File: config.mk
export PLATFORM = sky130hd
export DESIGN_NAME = cfu_initiator
export DESIGN_NICKNAME = d
export VERILOG_FILES = /design/src/rtl/cfu_pkg.sv /design/src/rtl/sync_fifo.sv /design/src/rtl/cfu_initiator.sv
export SDC_FILE = /design/constraint.sdc
export NUM_CORES = 1
export LEC_CHECK = 0
export BUFFER_PORTS_ARGS = -buffer_cell sky130_fd_sc_hd__buf_2
export CAP_MARGIN = 20
export CORE_ASPECT_RATIO = 0.6
export CORE_UTILIZATION = 40
export DETAILED_ROUTE_END_ITERATION = 8
export HOLD_SLACK_MARGIN = 0.03
export PLACE_DENSITY = 0.66
export SLEW_MARGIN = 20
export SYNTH_ARGS = -nofsm -noshare
export SYNTH_HDL_FRONTEND = slang
export SYNTH_SLANG_ARGS = --single-unit
File: constraint.sdc
create_clock -name i_clk -period 1.9 [get_ports i_clk]
set_clock_uncertainty 0.1 [all_clocks]
set_input_delay 0.19 -clock i_clk [delete_from_list [all_inputs] [get_ports i_clk]]
set_output_delay 0.19 -clock i_clk [all_outputs]
set_load 0.01 [all_outputs]
File: src/rtl/cfu_pkg.sv
// Shared widths, FSM state encoding and queue entry layouts for the CFU initiator.
package cfu_pkg;

  localparam int FUNC_ID_W = 10;
  localparam int DATA_W    = 32;
  localparam int WDOG_W    = 16;

  localparam logic [DATA_W-1:0] TIMEOUT_DATA = 32'hFFFF_FFFF;

  typedef enum logic [1:0] {
    ST_IDLE     = 2'd0,
    ST_ISSUE    = 2'd1,
    ST_WAIT_RSP = 2'd2
  } cfu_state_e;

  typedef struct packed {
    logic [FUNC_ID_W-1:0] function_id;
    logic [DATA_W-1:0]    inputs_0;
    logic [DATA_W-1:0]    inputs_1;
  } cfu_req_t;

  typedef struct packed {
    logic              err;
    logic [DATA_W-1:0] data;
  } cfu_res_t;

  localparam int REQ_W = $bits(cfu_req_t);
  localparam int RES_W = $bits(cfu_res_t);

endpackage

File: src/rtl/sync_fifo.sv
// First-word-fall-through FIFO: head visible while non-empty, push ignored when full.
// Pointers carry one extra wrap bit so full and empty are distinguishable.
module sync_fifo #(
  parameter int WIDTH = 8,
  parameter int DEPTH = 4
) (
  input  logic             i_clk,
  input  logic             i_rst_n,
  input  logic             i_push,
  input  logic [WIDTH-1:0] i_push_data,
  input  logic             i_pop,
  output logic [WIDTH-1:0] o_head,
  output logic             o_full,
  output logic             o_empty
);

  localparam int AW = $clog2(DEPTH);

  if (DEPTH < 2 || (DEPTH & (DEPTH - 1)) != 0) begin : g_bad_depth
    $error("sync_fifo: DEPTH must be a power of two and at least 2");
  end

  logic [DEPTH-1:0][WIDTH-1:0] r_mem;
  logic [AW:0]                 r_wr_ptr;
  logic [AW:0]                 r_rd_ptr;
  logic                        w_push;
  logic                        w_pop;

  assign o_empty = (r_wr_ptr == r_rd_ptr);
  assign o_full  = (r_wr_ptr[AW] != r_rd_ptr[AW]) &&
                   (r_wr_ptr[AW-1:0] == r_rd_ptr[AW-1:0]);
  assign w_push  = i_push && !o_full;
  assign w_pop   = i_pop && !o_empty;
  assign o_head  = r_mem[r_rd_ptr[AW-1:0]];

  // Storage is cleared too so the head never shows stale flags after reset.
  always_ff @(posedge i_clk or negedge i_rst_n) begin
    if (!i_rst_n) begin
      r_mem    <= '0;
      r_wr_ptr <= '0;
      r_rd_ptr <= '0;
    end else begin
      if (w_push) begin
        r_mem[r_wr_ptr[AW-1:0]] <= i_push_data;
        r_wr_ptr                <= r_wr_ptr + (AW+1)'(1);
      end
      if (w_pop) begin
        r_rd_ptr <= r_rd_ptr + (AW+1)'(1);
      end
    end
  end

endmodule

File: src/rtl/cfu_initiator.sv
// Queues host requests, issues one CFU command at a time and queues the results.
// Define CFU_INITIATOR_TIMEOUT_EN to abort a stuck command after TIMEOUT_CYCLES.
module cfu_initiator
  import cfu_pkg::*;
#(
  parameter int REQ_DEPTH      = 4,
  parameter int RES_DEPTH      = 4,
  parameter int TIMEOUT_CYCLES = 255
) (
  input  logic                 i_clk,
  input  logic                 i_rst_n,
  input  logic                 i_req_valid,
  output logic                 o_req_ready,
  input  logic [FUNC_ID_W-1:0] i_req_function_id,
  input  logic [DATA_W-1:0]    i_req_inputs_0,
  input  logic [DATA_W-1:0]    i_req_inputs_1,
  output logic                 o_cmd_valid,
  input  logic                 i_cmd_ready,
  output logic [FUNC_ID_W-1:0] o_cmd_payload_function_id,
  output logic [DATA_W-1:0]    o_cmd_payload_inputs_0,
  output logic [DATA_W-1:0]    o_cmd_payload_inputs_1,
  input  logic                 i_rsp_valid,
  output logic                 o_rsp_ready,
  input  logic [DATA_W-1:0]    i_rsp_payload_outputs_0,
  output logic                 o_res_valid,
  input  logic                 i_res_ready,
  output logic [DATA_W-1:0]    o_res_data,
  output logic                 o_res_err,
  output logic                 o_busy
);

  if (TIMEOUT_CYCLES < 1 || TIMEOUT_CYCLES > 65535) begin : g_bad_timeout
    $error("cfu_initiator: TIMEOUT_CYCLES must be within 1..65535");
  end

  cfu_state_e r_state;
  cfu_state_e w_state_nxt;
  logic       r_live;
  cfu_req_t   r_cmd;

  cfu_req_t   w_req_push_dat;
  cfu_req_t   w_req_head;
  logic       w_req_push;
  logic       w_req_pop;
  logic       w_req_full;
  logic       w_req_empty;

  cfu_res_t   w_res_push_dat;
  cfu_res_t   w_res_head;
  logic       w_res_push;
  logic       w_res_full;
  logic       w_res_empty;

  logic       w_active;
  logic       w_cmd_fire;
  logic       w_rsp_fire;
  logic       w_timeout;

  assign w_req_push_dat = '{function_id: i_req_function_id,
                            inputs_0:    i_req_inputs_0,
                            inputs_1:    i_req_inputs_1};
  assign w_req_push     = i_req_valid && o_req_ready;

  sync_fifo #(
    .WIDTH (REQ_W),
    .DEPTH (REQ_DEPTH)
  ) u_req_q (
    .i_clk       (i_clk),
    .i_rst_n     (i_rst_n),
    .i_push      (w_req_push),
    .i_push_data (w_req_push_dat),
    .i_pop       (w_req_pop),
    .o_head      (w_req_head),
    .o_full      (w_req_full),
    .o_empty     (w_req_empty)
  );

  sync_fifo #(
    .WIDTH (RES_W),
    .DEPTH (RES_DEPTH)
  ) u_res_q (
    .i_clk       (i_clk),
    .i_rst_n     (i_rst_n),
    .i_push      (w_res_push),
    .i_push_data (w_res_push_dat),
    .i_pop       (i_res_ready),
    .o_head      (w_res_head),
    .o_full      (w_res_full),
    .o_empty     (w_res_empty)
  );

  assign w_active    = (r_state == ST_ISSUE) || (r_state == ST_WAIT_RSP);
  assign o_cmd_valid = (r_state == ST_ISSUE);
  // Response side stays open during ISSUE so a CFU tying cmd_ready to rsp_ready cannot lock up.
  assign o_rsp_ready = w_active && !w_res_full;
  assign w_cmd_fire  = o_cmd_valid && i_cmd_ready;
  assign w_rsp_fire  = i_rsp_valid && o_rsp_ready;

  assign o_req_ready = r_live && !w_req_full;
  assign o_res_valid = !w_res_empty;
  assign o_res_data  = w_res_head.data;
  assign o_res_err   = w_res_head.err;
  assign o_busy      = (r_state != ST_IDLE) || !w_req_empty || !w_res_empty;

  assign o_cmd_payload_function_id = r_cmd.function_id;
  assign o_cmd_payload_inputs_0    = r_cmd.inputs_0;
  assign o_cmd_payload_inputs_1    = r_cmd.inputs_1;

`ifdef CFU_INITIATOR_TIMEOUT_EN
  logic [WDOG_W-1:0] r_wdog;
  logic              w_wdog_en;

  // Time spent blocked on a full result queue is not charged to the CFU.
  assign w_wdog_en = w_active && !w_res_full;
  assign w_timeout = w_wdog_en && (r_wdog == WDOG_W'(TIMEOUT_CYCLES - 1));

  always_ff @(posedge i_clk or negedge i_rst_n) begin
    if (!i_rst_n) begin
      r_wdog <= '0;
    end else if (w_state_nxt == ST_IDLE) begin
      r_wdog <= '0;
    end else if (w_wdog_en) begin
      r_wdog <= r_wdog + WDOG_W'(1);
    end
  end
`else
  assign w_timeout = 1'b0;
`endif

  always_comb begin
    w_state_nxt    = r_state;
    w_req_pop      = 1'b0;
    w_res_push     = 1'b0;
    w_res_push_dat = '{err: 1'b0, data: i_rsp_payload_outputs_0};
    case (r_state)
      ST_IDLE: begin
        if (!w_req_empty) begin
          w_req_pop   = 1'b1;
          w_state_nxt = ST_ISSUE;
        end
      end
      ST_ISSUE: begin
        if (w_cmd_fire && w_rsp_fire) begin
          w_res_push  = 1'b1;
          w_state_nxt = ST_IDLE;
        end else if (w_cmd_fire) begin
          w_state_nxt = ST_WAIT_RSP;
        end
      end
      ST_WAIT_RSP: begin
        if (w_rsp_fire) begin
          w_res_push  = 1'b1;
          w_state_nxt = ST_IDLE;
        end
      end
      default: begin
        w_state_nxt = ST_IDLE;
      end
    endcase
    // A real response in the expiry cycle wins over the synthetic error result.
    if (w_timeout && !w_res_push) begin
      w_res_push     = 1'b1;
      w_res_push_dat = '{err: 1'b1, data: TIMEOUT_DATA};
      w_state_nxt    = ST_IDLE;
    end
  end

  always_ff @(posedge i_clk or negedge i_rst_n) begin
    if (!i_rst_n) begin
      r_state <= ST_IDLE;
      r_live  <= 1'b0;
      r_cmd   <= '0;
    end else begin
      r_state <= w_state_nxt;
      r_live  <= 1'b1;
      if (w_req_pop) begin
        r_cmd <= w_req_head;
      end
    end
  end

endmodule

==> summary.md <==
The tools report the initial antenna violation count as 4. Setup repair after global routing could not meet its margin everywhere. The number of iterations in the first detailed-routing pass is 4.

Library cell appearing most often on the critical path: sky130_fd_sc_hd__buf_6. The routed design could run at a clock period as short as 2.29 ns. The stage delay of the slowest cell on the critical path was 0.44 ns.

The logs give 1907 for the layout net count and 49 for the TritonCTS buffer count. The logs give 14800 for the via count of the first global-routing pass and 0.220 for the combined global-route utilization of all metal layers. The biggest area contributor in the post-synthesis netlist is sky130_fd_sc_hd__dfrtp_1. The biggest fanout along the worst timing path is 8. The worst hold-check slack is 0.199 ns. Setup total negative slack on the finished layout was measured at -125.23 ns.

Estimated wirelength of the detail-placed design: 32000 um. Final count of pins violating max slew: 0. The critical path goes through buf_4 > buf_6 > xnor2_4 > buf_6 > a31oi_4 > buf_6 > nand3_4 > buf_12 > buf_16 > mux2_2.

The clock latency on the worst-skew pair was 0.60 ns. TritonCTS built the clock tree. The run gives 0.336 as the headroom to the max-slew limit.

By area the synthesized netlist is led by sky130_fd_sc_hd__dfrtp_1, sky130_fd_sc_hd__mux2_2, sky130_fd_sc_hd__mux4_2, sky130_fd_sc_hd__buf_4, sky130_fd_sc_hd__buf_2. For the pin with the worst max-slew slack, the measured transition is 0.993 ns. The first global-routing pass estimated 93100 um of wire. Entering global routing, the biggest net connects 66 pins. Number of top-level pins: 224. The total nets after synthesis is 1401. The global routing's busiest layer was met2. Synthesis handed over a netlist of 1276 instances. The H-tree was split into 2 levels.

The leading cell type in the layout, fill and taps excluded was sky130_fd_sc_hd__dfrtp_1. The number of placed cells counting well taps was 2205; the synthesis-to-finish area growth was 39.3%. The largest buffer count on any clock path was 3. The tools report the non-filler instance count after layout as 2527.

At the end of routability-driven placement, the weighted congestion stood at 0.757. The routed design has 61900 um of wire. After layout, the design draws a total of 55300 uW. The met2 track utilization from global routing was 0.341; the count of flip-flops with a built-in enable after synthesis was 0. The global route total overflow was 0; the worst supply voltage drop on vdd was 0.000857 V. Met1 usage: 0.325. The clock-pin slew on the worst setup and hold paths came out at 0.07 ns. The average instance area after synthesis is 17.2 um^2.

The tools report the total core area as 0.0533 mm^2. Count of cell types in the netlist: 28. The floorplan step set the die width to 304 um. The post-synthesis instance area was 0.0219 mm^2. After routing the design area is 0.0305 mm^2.

Sort of element at the start of the critical path: a flip-flop. At the worst endpoint, the arrival time is 2.66 ns. After synthesis the netlist holds a flip-flop and latch count of 513.

The final reports fail on negative setup slack. In this run the vertical extent of the chip is 183 um. The post-synthesis async set-or-reset flop share works out to 1.00. The final period utilization was 1.20; the final setup slack of the worst path was -0.386 ns.

The tools report the maximum operating frequency as 0.437 GHz. STA classifies the critical path endpoint as a flip-flop. CTS placed an instance of sky130_fd_sc_hd__clkbuf_16 at the clock tree root. In the layout the commonest cells are sky130_fd_sc_hd__dfrtp_1, sky130_fd_sc_hd__mux2_2, sky130_fd_sc_hd__buf_2. Row generation in the floorplan step produced 65 rows. Setup violations remaining at the end of the flow were counted as 552. The post-synthesis sequential area ratio is 0.587. The analysis attributes to cell leakage a power of 0.0142 uW.

In this run, the number of DRC markers left after iteration 0 of detailed routing was 754. Among all flip-flop cells after synthesis, the most frequent one is sky130_fd_sc_hd__dfrtp_1. The overall die area was 0.0557 mm^2; the cell area after placement was 0.0245 mm^2.

The setup path with the least slack is of type reg -> reg. The path class of the lowest-slack min-delay path is in -> reg. Data on the critical path is required at its endpoint by 2.27 ns. Area share of the largest cell type after synthesis: 0.587. Detail-routed via count per cell: 5.37.

The flow ran to the end, but the final reports show violations. The global routing met3 resource utilization was 0.0395. The fraction of layout instances using a drive strength above 1 works out to 0.628.

In the routed design, unresolved DRC markers number 0. In this run the power density over the cells is 1820 mW/mm^2. For this run, the number of Yosys warnings is 0. The tool flagged a number of max-cap violations equal to 0.

The total vias in the final route came out at 13600. The critical-path cell with the highest stage delay is sky130_fd_sc_hd__dfrtp_2. The wire length per cell after detailed routing came out at 24.5 um. The logs give 0 for the count of nets left with antenna violations after detail routing and 0 for the number of endpoints with negative hold slack in the final report.

The count of buffers added on input and output ports is 222. The starting density of the core came out at 0.411. The clock sink total came out at 513.
-- metal layers --
metal,wire (um),share of wire,up-vias
met3,3190,0.052,77
met2,28700,0.46,301
met1,29100,0.47,7404
met5,0,0,-
met4,983,0.016,0
li1,-,-,5781
-- synth_stat cells, types with 3 or more instances --
library cell and number:
sky130_fd_sc_hd__dfrtp_1 513, sky130_fd_sc_hd__a31oi_1 3, sky130_fd_sc_hd__buf_4 30, sky130_fd_sc_hd__ha_1 13, sky130_fd_sc_hd__mux2_1 6, sky130_fd_sc_hd__xor2_1 3, sky130_fd_sc_hd__nand3_1 6, sky130_fd_sc_hd__xnor2_1 12
sky130_fd_sc_hd__mux2_2 495, sky130_fd_sc_hd__clkbuf_1 12, sky130_fd_sc_hd__nand2_1 11, sky130_fd_sc_hd__mux4_2 106, sky130_fd_sc_hd__buf_2 36, sky130_fd_sc_hd__o21ai_0 3, sky130_fd_sc_hd__inv_1 11
-- final cells by class --
type / count / area [um^2]
timing repair buffer: 530 / 5680
sequential: 513 / 12800
antenna: 3 / 7.51
inverter: 11 / 41.3
multi-input combinational: 677 / 9330
clock buffer: 71 / 1470
fill: 3939 / 22800
clock inverter: 19 / 235
tap: 703 / 880
-- report_power, final --
part | switching, uW | internal [uW] | leakage, uW
combinational | 9900 | 15900 | 0.00706
sequential | 2880 | 16300 | 0.00630
clock | 4490 | 5830 | 0.000848
total | 17300 | 38100 | 0.0142
-- state kept, by name, indices dropped and copies added, names as in the netlist --
| register | count |
|---|---|
| u_res_q.r_wr_ptr | 3 |
| u_res_q.r_rd_ptr | 3 |
| o_cmd_payload_function_id | 10 |
| u_res_q.r_mem | 128 |
| u_req_q.r_wr_ptr | 3 |
| u_req_q.r_rd_ptr | 3 |
| o_cmd_payload_inputs_1 | 32 |
| u_req_q.r_mem | 296 |
| r_live | 1 |
| o_cmd_payload_inputs_0 | 32 |
| r_state | 2 |
-- per-stage QoR --
step                      utilization  setup slack [ns]
after floorplan                     -           -0.0974
after CTS                       0.565            -0.399
after detailed placement        0.460           -0.0859
after global routing            0.572            -0.436
final                           0.572            -0.386
after global placement          0.460           -0.0236
-- logic make-up (layout without fill, tap and decap cells) --
family	Yosys count	in the layout	share of synthesized area
buffers and inverters	90	631	0.0226
flip-flops	513	513	0.587
multiplexers	607	607	0.367
adder cells (fa/ha/maj)	13	13	0.00743
other	2	5	0.000343
AND/OR/NAND/NOR	24	28	0.00520
AO/OA/AOI/OAI	12	12	0.00486
XOR/XNOR	15	15	0.00600
-- final timing paths --
path / startpoint / endpoint / slack, ns / cells after the start
min: i_rsp_valid / u_res_q.r_wr_ptr[0] / 0.20 / 7
max: u_res_q.r_rd_ptr[0] / u_res_q.r_mem[119] / -0.39 / 10
min reg2reg: u_res_q.r_mem[18] / u_res_q.r_mem[18] / 0.39 / 1
min in group asynchronous: i_rst_n / o_cmd_payload_inputs_1[1] / 0.30 / 3
max in group asynchronous: i_rst_n / o_cmd_payload_inputs_1[26] / 0 / 3
max reg2reg: u_res_q.r_rd_ptr[0] / u_res_q.r_mem[119] / -0.39 / 10
-- critical path: cells and delay by family, from the launching register on --
| kind | cells | cell delay (ns) |
|---|---|---|
| AND/OR/NAND/NOR | 1 | 0.13 |
| buffers and inverters | 6 | 0.87 |
| XOR/XNOR | 1 | 0.14 |
| multiplexers | 1 | 0.28 |
| flip-flops | 1 | 0.44 |
| AO/OA/AOI/OAI | 1 | 0.21 |
-- timing repair --
action | in CTS | in global routing
gates resized for setup | 200 | 149
pin swaps | 10 | 2
buffers inserted | 60 | 24
gates cloned | 54 | 8
hold buffers | 111 | 0
hold endpoints to repair | 942 | 0
endpoints found under the setup margin | 531 | 556
Power figures use the tool's default switching activity.
